===== config.mk =====
export PLATFORM = sky130hd
export DESIGN_NAME = branch_seq
export DESIGN_NICKNAME = d
export VERILOG_FILES = /design/src/rtl/branch_seq.sv
export SDC_FILE = /design/constraint.sdc
export NUM_CORES = 1
export LEC_CHECK = 0
export CAP_MARGIN = 20
export CORE_AREA = 3 3 66 114
export DETAILED_ROUTE_END_ITERATION = 16
export DIE_AREA = 0 0 69 117
export GPL_ROUTABILITY_DRIVEN = 0
export PLACE_DENSITY = 0.86
export SLEW_MARGIN = 20
export SYNTH_ARGS = -nofsm -noshare
export SYNTH_HDL_FRONTEND = slang
export SYNTH_SLANG_ARGS = --single-unit
export TNS_END_PERCENT = 5

===== constraint.sdc =====
create_clock -name clk -period 2 [get_ports clk]
set_input_delay 0.5 -clock clk [delete_from_list [all_inputs] [get_ports clk]]
set_output_delay 0.5 -clock clk [all_outputs]
set_load 0.1 [all_outputs]

===== src/rtl/branch_seq.sv =====
// Conditional-branch control sequencer: evaluates the branch condition, then
// either steps PC <= PC + sext(C) through Y/ALU/Z or finishes early.
module branch_seq #(
   parameter logic [4:0] BR_OPCODE = 5'b10010,
   parameter int         CW        = 16
) (
   input  logic          clk,
   input  logic          clr,
   input  logic          start,
   input  logic [31:0]   ir,
   input  logic          con_result,
   output logic          Gra,
   output logic          Rout,
   output logic          CONin,
   output logic          PCout,
   output logic          Yin,
   output logic          Cout,
   output logic          add_op,
   output logic          Zin,
   output logic          Zlowout,
   output logic          PCin,
   output logic          busy,
   output logic          done,
   output logic          illegal,
   output logic [31:0]   c_sign_ext,
   output logic [CW-1:0] taken_count,
   output logic [CW-1:0] nottaken_count,
   output logic [2:0]    state_dbg
);

   typedef enum logic [2:0] {
      S_IDLE = 3'd0,
      S_EVAL = 3'd1,
      S_WAIT = 3'd2,
      S_ADD1 = 3'd3,
      S_ADD2 = 3'd4,
      S_WB   = 3'd5,
      S_DONE = 3'd6
   } state_t;

   localparam logic [CW-1:0] CNT_ONE = {{(CW-1){1'b0}}, 1'b1};
   localparam logic [CW-1:0] CNT_MAX = {CW{1'b1}};

   state_t        state_q, state_d;
   logic [31:0]   ir_q, ir_d;
   logic          illegal_q, illegal_d;
   logic [CW-1:0] taken_q, taken_d;
   logic [CW-1:0] nottaken_q, nottaken_d;

   always_ff @(posedge clk or negedge clr) begin
      if (!clr) begin
         state_q    <= S_IDLE;
         ir_q       <= '0;
         illegal_q  <= 1'b0;
         taken_q    <= '0;
         nottaken_q <= '0;
      end else begin
         state_q    <= state_d;
         ir_q       <= ir_d;
         illegal_q  <= illegal_d;
         taken_q    <= taken_d;
         nottaken_q <= nottaken_d;
      end
   end

   always_comb begin
      state_d    = state_q;
      ir_d       = ir_q;
      illegal_d  = illegal_q;
      taken_d    = taken_q;
      nottaken_d = nottaken_q;
      case (state_q)
         S_IDLE: begin
            illegal_d = 1'b0;
            if (start) begin
               ir_d = ir;
               if (ir[31:27] == BR_OPCODE) begin
                  state_d = S_EVAL;
               end else begin
                  state_d   = S_DONE;
                  illegal_d = 1'b1;
               end
            end
         end
         S_EVAL: state_d = S_WAIT;
         S_WAIT: begin
            // Condition flip-flop was loaded by CONin in EVAL; it is stable here.
            if (con_result) begin
               if (taken_q != CNT_MAX) taken_d = taken_q + CNT_ONE;
               state_d = S_ADD1;
            end else begin
               if (nottaken_q != CNT_MAX) nottaken_d = nottaken_q + CNT_ONE;
               state_d = S_DONE;
            end
         end
         S_ADD1: state_d = S_ADD2;
         S_ADD2: state_d = S_WB;
         S_WB:   state_d = S_DONE;
         S_DONE: begin
            state_d   = S_IDLE;
            illegal_d = 1'b0;
         end
         default: state_d = S_IDLE;
      endcase
   end

   // Moore decode of the state register only; inputs never reach outputs.
   assign Gra            = (state_q == S_EVAL);
   assign Rout           = (state_q == S_EVAL);
   assign CONin          = (state_q == S_EVAL);
   assign PCout          = (state_q == S_ADD1);
   assign Yin            = (state_q == S_ADD1);
   assign Cout           = (state_q == S_ADD2);
   assign add_op         = (state_q == S_ADD2);
   assign Zin            = (state_q == S_ADD2);
   assign Zlowout        = (state_q == S_WB);
   assign PCin           = (state_q == S_WB);
   assign busy           = (state_q != S_IDLE);
   assign done           = (state_q == S_DONE);
   assign illegal        = (state_q == S_DONE) && illegal_q;
   assign c_sign_ext     = {{13{ir_q[18]}}, ir_q[18:0]};
   assign taken_count    = taken_q;
   assign nottaken_count = nottaken_q;
   assign state_dbg      = state_q;

endmodule


==> metrics.txt, run 1 <==
clk_lat worst skew=290 ps; synthesized instance count=238; Area Overhead vs Synth=70.7%; DP Area=4620 µm²; maximum level of the CTS H-tree=2; CTS tree=yes; most common cell after layout, fill and taps aside=buf_12; Tmin final=1980 ps; EDFF count, synth=0; vias per cell=5.20; clk root buf=clkbuf_16; crit path kind=reg2out; ys async rst share=100%; # rows=39; WL/cell=16.9 µm; Worst slew margin=68.1%; TNS Setup=0 ps; clock-pin slew on the worst setup and hold paths=70 ps; routed via count=2269; HPWL Detailed=5830 µm; share of the synthesized area in the top cell type=48.7%; DRT Wirelength=7370 µm; worst r2r src=nottaken_count[1]$_DFFE_PN0P_; status=complete, no violations; Post-Syn Area=2830 µm²; crit path to=Gra; hold buffers post-CTS=0; pin count of the biggest net entering global routing=37; Post-Layout Inst Area=4830 µm²; most frequent cells in the layout=64 x buf_12, 52 x dfrtp_1, 40 x buf_4; first-pass GRT wire length=12000 µm; PortBufs=107; Setup crit start kind=flip-flop; Syn Area/Cell=11.9 µm²; RSZ-0062 raised after global routing=yes; Initial Util=42.6%; Hold WS=158 ps; All-Layer GR Usage=18.5%; DP Cell Count=424; Post-Layout Cell Count=436; count of different cell masters after synthesis=42; Final Setup Violations=0; ranking of synthesized cells by area=dfrtp_1 49%, mux2_2 8.4%, xor2_1 7.1%; clk_skew=6.48 ps; Critical Path RT=1500 ps; diode count=0; # nets final=391; worst-path fanout max=7; Clock Path Buffers=2; critical path capture point type=primary output; drt pass-1 iters=4; Die ar.=8070 µm²; final hold viol count=0; layout cells sized above 1=44.4%; Ports=116; Seq cells post-synth=55; worst r2r dst=nottaken_count[11]$_DFFE_PN0P_; Worst Hold Class=in2async; area of the core=6640 µm²; Period Utilization, post-route=99.2%; Die X=69 µm; ys flop type=dfrtp_1; crit path DAT=1480 ps; global route overflow=0; Slew Viols, Final=0; register area share after synthesis=48.7%; Mapped Nets=276; maximum capacitance violations=0; antenna violations before repair=0; f_max=504 MHz; launch point of the worst path=state_dbg[2]$_DFFE_PN0P_; CTS sink count=55; Syn. warnings=0; largest area contributor in the netlist=dfrtp_1; DIE HEIGHT=117 µm; post-route DRC violation count=0; Post-DRT Antenna Nets=0; Worst Tran Pin Value=478 ps; Num CTS Buffers=5; worst r2r path cells=6; flop-to-flop setup slack=150 ps; DRT iter0 DRCs=62; number of global-route vias before repair=2426
## Yosys cell counts (all sizes together) (2+ instances only)
cell type  count
xor2          23
nand2         15
nor4           2
nor4b          7
nor3           5
dfrtp         55
nand4b         2
a21oi          8
or3            3
mux2          22
and3           9
and2           2
nand3          7
and4           4
inv            2
ha             2
o21ai          2
xnor2          6
nor2b          2
nor2           6
nor3b          6
buf           26
nand4         11
## sequential cells by signal, summed over array words and instances (netlist names)
signal and count:
illegal_q 1, nottaken_count 16, taken_count 16, state_dbg 3, ir_q 19
## how the worst min path moves through the flow
stage | from | endpoint | cells after the start | slack [ps]
after detailed placement | clr | ir_q[0]$_DFFE_PN0P_ | 1 | 490
after global routing | clr | ir_q[0]$_DFFE_PN0P_ | 1 | 180
after floorplan | clr | illegal_q$_DFFE_PN0P_ | 0 | 200
after CTS | clr | ir_q[0]$_DFFE_PN0P_ | 1 | 170
after global placement | clr | ir_q[0]$_DFFE_PN0P_ | 1 | 480
final | clr | ir_q[0]$_DFFE_PN0P_ | 1 | 160
## logic make-up (layout without fill, tap and decap cells)
| logic type | count (synthesis) | in the layout | share of synthesized area [%] |
|---|---|---|---|
| adders and majority gates | 2 | 2 | 0.885 |
| DFF | 55 | 55 | 48.7 |
| buffers and inverters | 29 | 145 | 7.21 |
| muxes | 22 | 22 | 8.76 |
| AOI/OAI and AO/OA | 16 | 16 | 3.85 |
| xor gates and xnor gates | 29 | 29 | 8.98 |
| and+or+nand+nor | 85 | 85 | 21.6 |
## layout make-up
class | count | area [µm²]
repair buffers | 135 | 1900
fillers | 448 | 1810
flip-flops and latches | 55 | 1390
multi-input cells | 154 | 1290
clock buffers | 5 | 125
well taps | 82 | 103
clock inverters | 3 | 22.5
inverters | 2 | 7.51
## worst max-delay path: stages, from the launching register on
cell and delay, ps:
dfrtp_4 510, buf_6 150, nor3b_4 210, buf_6 150, buf_12 170
## metal layers
layer	wire, µm	share of wire [%]	global-route usage, %	vias to the layer above
met3	381	5.2	4.10	9
met1	2710	37	19.5	1120
li1	-	-	-	1058
met5	0	0	0	-
met2	4160	56	35.9	82
met4	114	1.5	6.39	0
## through the flow
stage	utilization, %	worst slack, ps
after floorplan	-	-610
after global placement	69.7	-104
after detailed placement	69.7	-159
after CTS	72.5	-8.93
after global routing	72.7	-58.3
final	72.7	16.4
## timing repair
item / CTS / global route
resized for setup: 4 / 3
endpoints found under the setup margin: 11 / 10
pin swaps: 3 / 1
setup buffers: 3 / 1
endpoints found under the hold margin: 0 / 0
Power of run 1 is left out: the tool's default activity adds up to more than one toggle a clock period on the data nets, which glitch-free logic cannot reach.
==> run 2: changes to the inputs <==
--- a/config.mk
+++ b/config.mk
@@ -10,8 +10,8 @@
 export DETAILED_ROUTE_END_ITERATION = 16
 export DIE_AREA = 0 0 69 117
 export GPL_ROUTABILITY_DRIVEN = 0
-export PLACE_DENSITY = 0.86
-export SLEW_MARGIN = 20
+export PLACE_DENSITY = 0.78
+export SLEW_MARGIN = 10
 export SYNTH_ARGS = -nofsm -noshare
 export SYNTH_HDL_FRONTEND = slang
 export SYNTH_SLANG_ARGS = --single-unit
==> run 2 against run 1 <==
  * The run now ends with setup timing left
  * Sequential share of layout area fell by 0.34 points
  * Worst setup slack lost 17 ps
  * Global-route usage rose by 0.64 points
  * Sequential cell count unchanged
  * Core utilization increased by 0.87 points
  * Count of clock-buffer cells in the layout did not move
  * Register-to-register slack gained 40 ps
  * Hold slack worse by 8.1 ps
  * Design area up 1.2%
  * Critical path type unchanged
==> metrics.txt, run 2 (synthesized netlist as in run 1, its figures left out) <==
status=complete, but fails checks; failing checks=setup timing; Ports=116; max reg flops=19; crit path kind=reg2out; Reg with most FFs=ir_q; Worst Hold Class=in2async; Area Overhead vs Synth=72.7%; DP Cell Count=423; crit path DAT=1500 ps; WL/cell=16.8 µm; Period Utilization, post-route=100%; Initial Util=42.6%; Setup crit start kind=flip-flop; global route overflow=0; Post-DRT Antenna Nets=0; Final Setup Violations=1; All-Layer GR Usage=19.2%; area of the core=6640 µm²; Critical Path RT=1500 ps; final hold viol count=0; DRT Wirelength=7290 µm; clk_skew=7.71 ps; Post-Layout Cell Count=435; Num CTS Buffers=5; post-route DRC violation count=0; Worst slew margin=64.6%; # rows=39; DP Area=4630 µm²; worst r2r src=taken_count[11]$_DFFE_PN0P_; Die ar.=8070 µm²; Die X=69 µm; Worst Tran Pin Value=531 ps; final worst slack=-1.00 ps; critical path capture point type=primary output; Fill cells=423; launch point of the worst path=state_dbg[0]$_DFFE_PN0P_; most frequent cells in the layout=68 x buf_12, 52 x dfrtp_1, 37 x buf_4; hold buffers post-CTS=0; Post-Layout Inst Area=4880 µm²; post-layout util=73.6%; pin count of the biggest net entering global routing=31; vias per cell=5.19; most common cell after layout, fill and taps aside=buf_12; layout cells sized above 1=44.8%; routed via count=2257; clock-pin slew on the worst setup and hold paths=80 ps; worst-path fanout max=11; DRT iter0 DRCs=71; PortBufs=107; clk_lat worst skew=300 ps; drt pass-1 iters=4; clk root buf=clkbuf_16; maximum level of the CTS H-tree=2; pre-CTS setup slack=-112 ps; RSZ-0062 raised after global routing=yes; maximum capacitance violations=0; first-pass GRT wire length=12500 µm; Clock Path Buffers=2; DIE HEIGHT=117 µm; diode count=0; number of global-route vias before repair=2498; antenna violations before repair=0; CTS sink count=55; HPWL Detailed=5670 µm; f_max=500 MHz; Slew Viols, Final=0; CTS tree=yes; # nets final=390; Tmin final=2000 ps
==> run 2: cell count changes in the layout (fill, tap and decap cells not counted), sizes merged <==
cell  delta
buf      -1
==> run 2: cell type report <==
cell class,instances,area (µm²),area share (%)
tap,82,103,2.10
multi-input combinational,154,1300,26.7
inverter,2,7.51,0.154
clock buffer,5,125,2.56
sequential,55,1390,28.4
timing repair buffer,134,1930,39.5
clock inverter,3,28.8,0.589
==> run 2: metrics by stage <==
step,hold WS (ps),setup TNS [ps]
final,150,-1.00
after global routing,173,-236
after CTS,158,-140
after detailed placement,480,-1110
after global placement,480,-351
after floorplan,204,-14870
==> run 2: repair_timing <==
| action | CTS | global route |
|---|---|---|
| resized for setup | 8 | 4 |
| hold endpoints to repair | 0 | 0 |
| pin swaps | 2 | 2 |
| setup endpoints to repair | 11 | 10 |
| buffers inserted | 4 | 0 |
| gates cloned | 0 | 0 |
==> run 2: path summary, 6_finish.rpt <==
path,end,slack [ps],depth (start not counted)
max,illegal,-1,4
min,taken_count[14]$_DFFE_PN0P_,150,1
max reg2reg,taken_count[1]$_DFFE_PN0P_,190,4
min reg2reg,ir_q[18]$_DFFE_PN0P_,510,1
max in group asynchronous,state_dbg[1]$_DFFE_PN0P_,1310,2
min in group clk,ir_q[18]$_DFFE_PN0P_,510,1
==> run 2: critical path, stage by stage (launching register included) <==
cell,delay (ps)
dfrtp_4,510
buf_8,160
nor2b_4,150
and3_4,210
buf_12,170
==> run 2: layer usage <==
layer	wire [µm]	GRT usage (%)	part of all wire, %
met1	2620	20.3	36
met2	4170	37.5	57
met4	82	5.35	1.1
met5	0	0	0
met3	420	4.53	5.8
Power of run 2 is left out for the same reason.
